File: src/rtl/sig_gen_sweep_ctrl_pkg.sv
// Shared definitions for the sine-generator sweep controller: FSM encoding
// and the bit layout of one packed sweep-table entry.
package sig_gen_sweep_ctrl_pkg;

    localparam int FIELD_W   = 32;
    localparam int AMPL_OFS  = 0;
    localparam int FREQ_OFS  = AMPL_OFS  + FIELD_W;
    localparam int PHASE_OFS = FREQ_OFS  + FIELD_W;
    localparam int OFFS_OFS  = PHASE_OFS + FIELD_W;
    localparam int DWELL_OFS = OFFS_OFS  + FIELD_W;

    typedef enum logic [2:0] {
        ST_IDLE   = 3'd0,
        ST_LOAD   = 3'd1,
        ST_SETTLE = 3'd2,
        ST_RUN    = 3'd3,
        ST_DONE   = 3'd4
    } sweep_state_e;

    function automatic int entry_width(input int dwell_w);
        return DWELL_OFS + dwell_w;
    endfunction

endpackage

File: src/rtl/sig_gen_sweep_table.sv
// Sweep parameter table: DEPTH packed entries, one write port, combinational read.
module sig_gen_sweep_table
    import sig_gen_sweep_ctrl_pkg::*;
#(
    parameter int DEPTH   = 16,
    parameter int ADDR_W  = $clog2(DEPTH),
    parameter int ENTRY_W = entry_width(32)
) (
    input  logic               clk_i,
    input  logic               wr_en_i,
    input  logic [ADDR_W-1:0]  wr_addr_i,
    input  logic [ENTRY_W-1:0] wr_data_i,
    input  logic [ADDR_W-1:0]  rd_addr_i,
    output logic [ENTRY_W-1:0] rd_data_o
);

    logic [ENTRY_W-1:0] mem_q [DEPTH];
    logic               addr_ok;

    // Out-of-range addresses only exist when DEPTH is not a power of two.
    assign addr_ok = {1'b0, wr_addr_i} < (ADDR_W+1)'(DEPTH);

    always_ff @(posedge clk_i) begin
        if (wr_en_i && addr_ok) begin
            mem_q[wr_addr_i] <= wr_data_i;
        end
    end

    assign rd_data_o = mem_q[rd_addr_i];

endmodule

File: src/rtl/sig_gen_sweep_ctrl.sv
// Steps a sine generator through a programmed parameter table: settle in reset,
// run for the dwell time, advance. Optional SIG_GEN_SWEEP_LOOP_EN adds looping.
module sig_gen_sweep_ctrl
    import sig_gen_sweep_ctrl_pkg::*;
#(
    parameter int DEPTH         = 16,
    parameter int ADDR_W        = $clog2(DEPTH),
    parameter int DWELL_W       = 32,
    parameter int SETTLE_CYCLES = 4
) (
    input  logic               Clk_i,
    input  logic               nReset_i,
    input  logic               Wr_En_i,
    input  logic [ADDR_W-1:0]  Wr_Addr_i,
    input  logic [31:0]        Wr_Ampl_mV_i,
    input  logic [31:0]        Wr_Freq_Hz_i,
    input  logic [31:0]        Wr_Phase_Deg_i,
    input  logic [31:0]        Wr_Offset_muV_i,
    input  logic [DWELL_W-1:0] Wr_Dwell_i,
    input  logic [ADDR_W:0]    Num_Steps_i,
    input  logic               Run_i,
    input  logic               Stop_i,
`ifdef SIG_GEN_SWEEP_LOOP_EN
    input  logic               Loop_i,
    output logic [15:0]        Loop_Cnt_o,
`endif
    output logic               Gen_nReset_o,
    output logic               Gen_Start_o,
    output logic [31:0]        Ampl_mV_o,
    output logic [31:0]        Freq_Hz_o,
    output logic [31:0]        Phase_Deg_o,
    output logic [31:0]        Offset_muV_o,
    output logic [ADDR_W-1:0]  Step_Idx_o,
    output logic               Busy_o,
    output logic               Done_o
);

    localparam int ENTRY_W  = entry_width(DWELL_W);
    localparam int SETTLE_W = $clog2(SETTLE_CYCLES + 1);

    sweep_state_e        state_q, state_d;
    logic [ADDR_W-1:0]   idx_q, idx_d;
    logic [ADDR_W:0]     nsteps_q, nsteps_d, nsteps_in;
    logic [SETTLE_W-1:0] settle_cnt_q, settle_cnt_d;
    logic [DWELL_W-1:0]  dwell_cnt_q, dwell_cnt_d;
    logic [31:0]         ampl_q, ampl_d, freq_q, freq_d;
    logic [31:0]         phase_q, phase_d, offs_q, offs_d;
    logic [ENTRY_W-1:0]  wr_data, rd_data;
    logic [DWELL_W-1:0]  rd_dwell;
    logic                busy, last_step, wrap_en;

`ifdef SIG_GEN_SWEEP_LOOP_EN
    logic        loop_q, loop_d;
    logic [15:0] loop_cnt_q, loop_cnt_d;
    assign wrap_en    = loop_q;
    assign Loop_Cnt_o = loop_cnt_q;
`else
    assign wrap_en = 1'b0;
`endif

    assign busy    = (state_q == ST_LOAD) || (state_q == ST_SETTLE) || (state_q == ST_RUN);
    assign wr_data = {Wr_Dwell_i, Wr_Offset_muV_i, Wr_Phase_Deg_i, Wr_Freq_Hz_i, Wr_Ampl_mV_i};

    sig_gen_sweep_table #(
        .DEPTH  (DEPTH),
        .ADDR_W (ADDR_W),
        .ENTRY_W(ENTRY_W)
    ) u_table (
        .clk_i    (Clk_i),
        .wr_en_i  (Wr_En_i && !busy),
        .wr_addr_i(Wr_Addr_i),
        .wr_data_i(wr_data),
        .rd_addr_i(idx_q),
        .rd_data_o(rd_data)
    );

    assign rd_dwell  = rd_data[DWELL_OFS +: DWELL_W];
    assign nsteps_in = (Num_Steps_i > (ADDR_W+1)'(DEPTH)) ? (ADDR_W+1)'(DEPTH) : Num_Steps_i;
    assign last_step = ({1'b0, idx_q} + (ADDR_W+1)'(1)) == nsteps_q;

    always_ff @(posedge Clk_i or negedge nReset_i) begin
        if (!nReset_i) begin
            state_q <= ST_IDLE;
        end else begin
            state_q <= state_d;
        end
    end

    always_comb begin
        state_d = state_q;
        case (state_q)
            ST_IDLE: begin
                if (Run_i && !Stop_i) begin
                    state_d = (nsteps_in == '0) ? ST_DONE : ST_LOAD;
                end
            end
            ST_LOAD:   state_d = Stop_i ? ST_IDLE : ST_SETTLE;
            ST_SETTLE: begin
                if (Stop_i)                  state_d = ST_IDLE;
                else if (settle_cnt_q == '0) state_d = ST_RUN;
            end
            ST_RUN: begin
                if (Stop_i) begin
                    state_d = ST_IDLE;
                end else if (dwell_cnt_q == DWELL_W'(1)) begin
                    state_d = (last_step && !wrap_en) ? ST_DONE : ST_LOAD;
                end
            end
            ST_DONE:   state_d = ST_IDLE;
            default:   state_d = ST_IDLE;
        endcase
    end

    always_comb begin
        Gen_nReset_o = (state_q == ST_RUN);
        Gen_Start_o  = (state_q == ST_RUN);
        Busy_o       = busy;
        Done_o       = (state_q == ST_DONE);
        Ampl_mV_o    = ampl_q;
        Freq_Hz_o    = freq_q;
        Phase_Deg_o  = phase_q;
        Offset_muV_o = offs_q;
        Step_Idx_o   = idx_q;
    end

    always_comb begin
        idx_d        = idx_q;
        nsteps_d     = nsteps_q;
        settle_cnt_d = settle_cnt_q;
        dwell_cnt_d  = dwell_cnt_q;
        ampl_d       = ampl_q;
        freq_d       = freq_q;
        phase_d      = phase_q;
        offs_d       = offs_q;
`ifdef SIG_GEN_SWEEP_LOOP_EN
        loop_d       = loop_q;
        loop_cnt_d   = loop_cnt_q;
`endif
        if (state_q == ST_IDLE && state_d == ST_LOAD) begin
            idx_d    = '0;
            nsteps_d = nsteps_in;
`ifdef SIG_GEN_SWEEP_LOOP_EN
            loop_d     = Loop_i;
            loop_cnt_d = '0;
`endif
        end
        // A stop during LOAD leaves the previous step's parameters visible.
        if (state_q == ST_LOAD && state_d == ST_SETTLE) begin
            ampl_d       = rd_data[AMPL_OFS  +: FIELD_W];
            freq_d       = rd_data[FREQ_OFS  +: FIELD_W];
            phase_d      = rd_data[PHASE_OFS +: FIELD_W];
            offs_d       = rd_data[OFFS_OFS  +: FIELD_W];
            dwell_cnt_d  = (rd_dwell == '0) ? DWELL_W'(1) : rd_dwell;
            settle_cnt_d = SETTLE_W'(SETTLE_CYCLES - 1);
        end
        if (state_q == ST_SETTLE && settle_cnt_q != '0) begin
            settle_cnt_d = settle_cnt_q - SETTLE_W'(1);
        end
        if (state_q == ST_RUN) begin
            dwell_cnt_d = dwell_cnt_q - DWELL_W'(1);
            if (state_d == ST_LOAD) begin
                idx_d = last_step ? '0 : idx_q + ADDR_W'(1);
`ifdef SIG_GEN_SWEEP_LOOP_EN
                if (last_step && loop_cnt_q != 16'hFFFF) begin
                    loop_cnt_d = loop_cnt_q + 16'd1;
                end
`endif
            end
        end
    end

    always_ff @(posedge Clk_i or negedge nReset_i) begin
        if (!nReset_i) begin
            idx_q        <= '0;
            nsteps_q     <= '0;
            settle_cnt_q <= '0;
            dwell_cnt_q  <= '0;
            ampl_q       <= '0;
            freq_q       <= '0;
            phase_q      <= '0;
            offs_q       <= '0;
`ifdef SIG_GEN_SWEEP_LOOP_EN
            loop_q       <= 1'b0;
            loop_cnt_q   <= '0;
`endif
        end else begin
            idx_q        <= idx_d;
            nsteps_q     <= nsteps_d;
            settle_cnt_q <= settle_cnt_d;
            dwell_cnt_q  <= dwell_cnt_d;
            ampl_q       <= ampl_d;
            freq_q       <= freq_d;
            phase_q      <= phase_d;
            offs_q       <= offs_d;
`ifdef SIG_GEN_SWEEP_LOOP_EN
            loop_q       <= loop_d;
            loop_cnt_q   <= loop_cnt_d;
`endif
        end
    end

endmodule

File: config.mk
export PLATFORM = sky130hd
export DESIGN_NAME = sig_gen_sweep_ctrl
export DESIGN_NICKNAME = d
export VERILOG_FILES = /design/src/rtl/sig_gen_sweep_ctrl_pkg.sv /design/src/rtl/sig_gen_sweep_table.sv /design/src/rtl/sig_gen_sweep_ctrl.sv
export SDC_FILE = /design/constraint.sdc
export NUM_CORES = 2
export LEC_CHECK = 0
export CAP_MARGIN = 40
export CORE_MARGIN = 4
export CORE_UTILIZATION = 44
export DETAILED_ROUTE_END_ITERATION = 6
export PLACE_DENSITY = 0.72
export SYNTH_ARGS = -nofsm -noshare
export SYNTH_HDL_FRONTEND = slang
export SYNTH_SLANG_ARGS = --single-unit
File: constraint.sdc
create_clock -name Clk_i -period 11.7 [get_ports Clk_i]
set_input_delay 2.34 -clock Clk_i [delete_from_list [all_inputs] [get_ports Clk_i]]
set_output_delay 2.34 -clock Clk_i [all_outputs]
set_load 0.05 [all_outputs]
Word level (Yosys, flattened, before mapping)
Memory sizes are Yosys's and may differ from the RTL's.
Index checks and enable logic that the tools add are counted.
{"block": "word_totals", "mem_bits_ro": 0, "output_inout_bits": 136, "n_memories": 1, "inputBits": 174, "regBits": 175, "ramBits": 2560, "elab_cells": 60, "latchBits": 0}
{"block": "op_classes", "shifts": 0, "n_addsub": 4, "eq_ne": 8, "n_mux": 21, "reduce_logical": 16, "bitwise_logic": 0, "n_div": 0, "multipliers": 0, "magnitude_cmp": 1}
{"memory": "u_table.mem_q", "words": 16, "word_bits": 160, "read_ports": 1, "rd_clocked_by_memory_dff": 0, "wr": 1, "line": "sig_gen_sweep_table.sv:17", "text": "logic [ENTRY_W-1:0] mem_q [DEPTH];"}
{"op": "32-bit 2-to-1 mux", "n": 3}
{"op": "32-bit by 1-bit equality test with 1-bit output, second input constant", "n": 1}
{"op": "32-bit zero test", "n": 1}
{"op": "32-bit by 1-bit subtractor with 32-bit output, second input constant", "n": 1}
{"op": "3-bit 2-to-1 mux", "n": 9}
{"op": "4-bit 2-to-1 mux", "n": 4}
{"op": "3-bit case mux with 4 select lines", "n": 1}
{"op": "3-bit by 2-bit equality test with 1-bit output, second input constant", "n": 3}
{"op": "3-bit by 1-bit equality test with 1-bit output, second input constant", "n": 2}
{"op": "3-bit zero test", "n": 2}
{"op": "4-bit by 1-bit adder with 5-bit output, second input constant", "n": 1}
{"op": "5-bit equality test", "n": 1}
{"op": "5-bit greater-than comparator, second input constant", "n": 1}
{"op": "1-bit logical AND", "n": 5}
{"op": "5-bit zero test", "n": 1}
{"op": "5-bit 2-to-1 mux", "n": 1}
{"op": "4-bit by 1-bit adder with 4-bit output, second input constant", "n": 1}
{"op": "2-bit nonzero test", "n": 2}
{"op": "3-bit equality test, second input constant", "n": 1}
{"op": "3-bit nonzero test", "n": 1}
{"op": "3-bit by 1-bit subtractor with 3-bit output, second input constant", "n": 1}
{"op": "1-bit zero test", "n": 2}
{"op": "1-bit logical OR", "n": 2}
{"op": "1-bit 2-to-1 mux", "n": 2}
{"op": "2-bit 2-to-1 mux", "n": 1}

Logic depth before layout (Yosys ltp)
{"block": "logic_depth", "ltp_word": 11, "mapped_depth": 11, "mapped_depth_nobuf": 9}

Cells and area by module
A second synthesis with hierarchy kept.
{"block": "hier_totals", "hier_cells": 4910, "hier_area_um2": 103885.9}
{"mod": "sig_gen_sweep_table", "area_each_um2": 96182.2, "instances": 1, "seq_area_each_um2": 76873.7, "cells_per_inst": 4031}
{"mod": "sig_gen_sweep_ctrl", "area_each_um2": 7703.6, "instances": 1, "seq_area_each_um2": 4379.2, "cells_per_inst": 879}

Worst setup path before layout
No wires, ideal clock.
{"block": "synth_path", "path_type": "input to register", "startpoint": "input Wr_En_i", "endpoint": "memory u_table.mem_q[0][0] (netlist name), enable pin", "t_required_ns": 10.822, "setup_slack_ns": -2.791, "stages": 3, "n_path_buf": 0, "t_arrival_ns": 13.613, "setup_ns": 0.878, "cell_sequence": "o21ai_0 > or3_1 > nor3_1"}
{"block": "synth_via", "elab_chain_len": 3}
{"element": "start, declared", "line": "sig_gen_sweep_ctrl.sv:13", "text": "input logic Wr_En_i,"}
{"element": "1-bit logical AND", "line": "sig_gen_sweep_ctrl.sv:70", "text": ".wr_en_i (Wr_En_i && !busy),"}
{"element": "1-bit 2-to-1 mux", "line": "sig_gen_sweep_table.sv:24", "text": "if (wr_en_i && addr_ok) begin"}
{"element": "1-bit 2-to-1 mux (implied by the code)", "line": "sig_gen_sweep_table.sv:25", "text": "mem_q[wr_addr_i] <= wr_data_i;"}
{"element": "end, declared", "line": "sig_gen_sweep_table.sv:17"}
Every way passes these cells.

Worst setup path after layout
{"block": "layout_path", "startpoint": "register state_q[1]", "endpoint": "output Gen_nReset_o"}
{"block": "layout_via", "elab_chain_len": 1}
{"element": "start, declared", "line": "sig_gen_sweep_ctrl.sv:41", "text": "sweep_state_e state_q, state_d;"}
{"element": "start signal, assigned", "line": "sig_gen_sweep_ctrl.sv:85", "text": "state_q <= state_d;"}
{"element": "3-bit by 2-bit equality test with 1-bit output", "line": "sig_gen_sweep_ctrl.sv:115", "text": "Gen_nReset_o = (state_q == ST_RUN);"}
{"element": "end, declared", "line": "sig_gen_sweep_ctrl.sv:27", "text": "output logic Gen_nReset_o,"}
Every way passes these cells.

==> summary.txt <==
Timing
  • Fmax: around 170 MHz
  • Final min period: slightly below 6 ns
  • Post-route clock skew: 0.07371 ns
  • # setup viols final: 0
  • Fin Hold WS: between 0.4 and 0.5 ns
  • Worst rel slew slack: 0.2942
  • RSZ-0062 raised after global routing: no
  • Tcrit/Tclk final: 0.4978
  • Worst Max-Slew Pin Slew: between 1 and 1.5 ns
  • Sum Neg Setup Slack: 0 ns
  • Slew Viols, Final: 0
  • Final hold viol count: 0

Clocking
  • CTS tree: built
  • Longest Clk Path Bufs: 4
  • Clock transition at path regs: ~0.060 ns
  • Skew-Pair Late Insertion Delay: 0.92 ns
  • CTS Root Cell: clkbuf_16
  • CTS Buf Count: around 280
  • Number of gates resized after cts: 0
  • Sink Count: 2,735
  • Hold buffers post-CTS: 0
  • Post-CTS setup repair buffer count: 0
  • CTS H-tree depth: 5

Setup path
  • Worst r2r dst: Offset_muV_o[20]$_DFFE_PN0P_
  • CP endpoint kind: output port
  • WP data arrival: between 3 and 4 ns
  • R2R Setup Slk: about 7.0 ns
  • Crit path max fanout: 23
  • CP max-delay cell: clkdlybuf4s50_1
  • Critical Path RT: around 9.4 ns
  • Worst Reg2Reg Path Length in Cells: 9
  • Critical path type: register to output port
  • Critical Path, Cell by Cell: nand2_1 > or2_1 > inv_2 > clkdlybuf4s50_1
  • Critical Path Max Stage Delay: 0.92 ns
  • Setup crit start kind: register
  • Worst r2r src: Step_Idx_o[0]$_DFF_PN0_

Synthesis
  • Syn Nets: about 4,700
  • Post-synth EDFFs: around 2,600
  • Cell variety after synth: between 60 and 70
  • Fraction of synthesis flops using an asynchronous set or reset pin: 0.06399
  • Post-synthesis cell count: ~4,500
  • Synthesis Warnings: 0
  • Main synth FF type: edfxtp_1
  • Avg Inst Size Synth: about 23 sq um
  • Register area share after synthesis: 0.7856
  • Synthesized area: between 100,000 and 150,000 sq um
  • FF+latch count, synth: between 2,000 and 3,000

Die
  • Row cnt: between 150 and 200
  • # IOs: 310
  • Die X: slightly below 500 um
  • Core ar.: between 200,000 and 250,000 sq um
  • Die H: 492.8 um
  • Die footprint: around 240,000 sq um
  • Effective utilization at floorplan: 0.4435

Finish
  • Layout Cells excl Fill: between 8,000 and 9,000
  • Fraction of layout cells with a size suffix above 1: 0.2523
  • Post-route cell area: about 120,000 sq um
  • Area of the multi-input gates: 21,320 sq um
  • Nets: approximately 5,200
  • Final core utilization: 0.5149
  • Sequential cell area: between 80,000 and 90,000 sq um
  • FILL cells: approximately 18,000
  • Area growth from synthesis to layout: 16.10%

Routing
  • Drt first-iter violations: ~5,000
  • Final wirelength: 242.4 mm
  • Drt first pass iters: 7
  • Post-route ant nets: 0
  • Residual DRC: 0
  • Via count: slightly below 50,000
  • Drt wl/cell: around 29 um
  • Via density: between 5 and 6

Min path
  • Hold Path Class: register to register
  • Hold depth: 1
  • Min-delay src: settle_cnt_q[0]$_DFFE_PN0P_
  • WHS Endpoint: settle_cnt_q[0]$_DFFE_PN0P_

Placed design
  • Placed cell areas: approximately 110,000 sq um
  • Placed instance count: 7,834
  • PortBufs: approximately 310
  • DP HPWL: approximately 130 mm
  • Routability cong.: just under 0.8

Power and ir drop
  • Leakage power: ~37 nW
  • Peak supply drop: ~0.11 mV
  • PwrDens: around 180 nW/um^2

Global route
  • GR Overflow Total: 0
  • Number of global-route vias before repair: about 50,000
  • GRT Total Usage: 0.1995
  • Largest net degree at the start of global routing: 155
  • Initial antenna violation count: 56
  • Global-route wire length before repair: between 300 and 400 mm

Status
  • Run status: finished clean

Run
  • # Max-Cap Violations: 0
==> flip-flops by register name, summed over array words and instances, names as in the netlist <==
signal         cells
Ampl_mV_o         32
Freq_Hz_o         32
Offset_muV_o      32
Phase_Deg_o       32
Step_Idx_o         4
dwell_cnt_q       32
nsteps_q           5
settle_cnt_q       3
state_q            3
u_table.mem_q   2560
==> power by group <==
part,total [mW],internal [mW],leakage (nW),switching [mW]
Clock,8.50,4.97,4.23,3.53
Combinational,1.85,0.649,8.01,1.20
Sequential,11.2,11.0,25.3,0.215
==> cell families (layout without fill, tap and decap cells) <==
| logic type | Yosys count | count (layout) | share of synthesized area |
|---|---|---|---|
| other | 0 | 19 | 0 |
| adder cells (fa/ha/maj) | 5 | 5 | 0.0006049 |
| AO/OA/AOI/OAI | 145 | 145 | 0.01027 |
| XOR/XNOR | 5 | 5 | 0.0004235 |
| flip-flops | 2735 | 2735 | 0.7856 |
| multiplexers | 785 | 785 | 0.1689 |
| AND/OR/NAND/NOR | 594 | 594 | 0.02442 |
| buffers and inverters | 236 | 911 | 0.009774 |
==> per-stage QoR <==
stage | power, mW | setup WS, ns
finish | 21.58 | 5.876
global route | 22.30 | 5.677
CTS | 21.76 | 5.793
detailed placement | 13.30 | 5.269
global placement | 13.25 | 5.168
floorplan | 12.51 | 1.512
==> worst max-delay path: cells and delay by family (launching register included) <==
family                 cells  cell delay (ns)
buffers and inverters      2             1.41
and+or+nand+nor            2             0.73
DFF                        1             0.44
==> cells in the final DEF (no fill, tap or decap), drive strengths merged, types with 39 or more instances in the layout <==
master	netlist	routed
clkdlybuf4s50	0	308
nand2	439	439
nor2	60	60
mux4	768	768
buf	109	118
dfrtp	175	175
clkbuf	120	358
edfxtp	2560	2560
clkinv	0	84
a22oi	39	39
==> worst max path at each step <==
stage | from | end | slack, ns | depth (start not counted)
2_1_floorplan | Wr_En_i | u_table.mem_q[8][0]$_DFFE_PP_ | 1.51 | 3
4_1_cts | state_q[1]$_DFF_PN0_ | Gen_nReset_o | 5.79 | 4
3_3_place_gp | Wr_Addr_i[2] | u_table.mem_q[7][158]$_DFFE_PP_ | 5.17 | 5
5_1_grt | state_q[1]$_DFF_PN0_ | Gen_nReset_o | 5.68 | 4
3_5_place_dp | Wr_Addr_i[2] | u_table.mem_q[13][63]$_DFFE_PP_ | 5.27 | 5
6_report | state_q[1]$_DFF_PN0_ | Gen_nReset_o | 5.88 | 4
==> layer usage <==
metal / up-vias / track usage / share of wire
li1: 19850 / - / -
met1: 26220 / 0.2713 / 0.39
met2: 2126 / 0.3307 / 0.50
met4: 30 / 0.05554 / 0.026
met5: - / 0 / 0.00073
met3: 418 / 0.04101 / 0.076
==> Yosys cell counts, types with 3 or more instances <==
| master | instances | area, sq um |
|---|---|---|
| a22oi_1 | 39 | 292.8 |
| xor2_1 | 3 | 26.28 |
| nor2b_1 | 5 | 31.28 |
| nand2b_1 | 12 | 75.07 |
| a21oi_1 | 20 | 100.1 |
| clkbuf_1 | 120 | 450.4 |
| mux4_2 | 768 | 17300 |
| buf_2 | 64 | 320.3 |
| a31oi_1 | 3 | 18.77 |
| nor4b_1 | 3 | 26.28 |
| or3_1 | 6 | 37.54 |
| mux2_2 | 4 | 45.04 |
| inv_1 | 5 | 18.77 |
| ha_1 | 5 | 62.56 |
| or4_1 | 4 | 30.03 |
| nand3_1 | 12 | 60.06 |
| nand2_1 | 439 | 1648 |
| or4_4 | 3 | 33.78 |
| mux2i_1 | 13 | 130.1 |
| a221oi_1 | 7 | 61.31 |
| a311oi_1 | 3 | 26.28 |
| edfxtp_1 | 2560 | 76870 |
| a22o_1 | 9 | 78.83 |
| o21a_1 | 4 | 30.03 |
| buf_1 | 34 | 127.6 |
| nand3b_1 | 8 | 60.06 |
| buf_4 | 10 | 75.07 |
| o311ai_0 | 6 | 52.55 |
| o22ai_1 | 5 | 31.28 |
| o211ai_1 | 8 | 60.06 |
| a211oi_1 | 4 | 30.03 |
| o31ai_1 | 3 | 22.52 |
| nor3_1 | 12 | 60.06 |
| dfrtp_1 | 175 | 4379 |
| and2_1 | 3 | 18.77 |
| nor4_1 | 13 | 81.33 |
| nor2_1 | 59 | 221.5 |
| nand4_1 | 5 | 31.28 |
| o21ai_0 | 19 | 95.09 |
==> cell type report <==
| type | instances | share of cell area |
|---|---|---|
| Multi-Input combinational cell | 1534 | 0.1776 |
| Clock buffer | 358 | 0.06269 |
| Timing Repair Buffer | 426 | 0.04032 |
| Sequential cell | 2735 | 0.6768 |
| Inverter | 7 | 0.0002813 |
| Clock inverter | 120 | 0.009347 |
| Tap cell | 3132 | 0.03264 |
| Antenna cell | 19 | 0.0003960 |
Power figures use the tool's default switching activity.
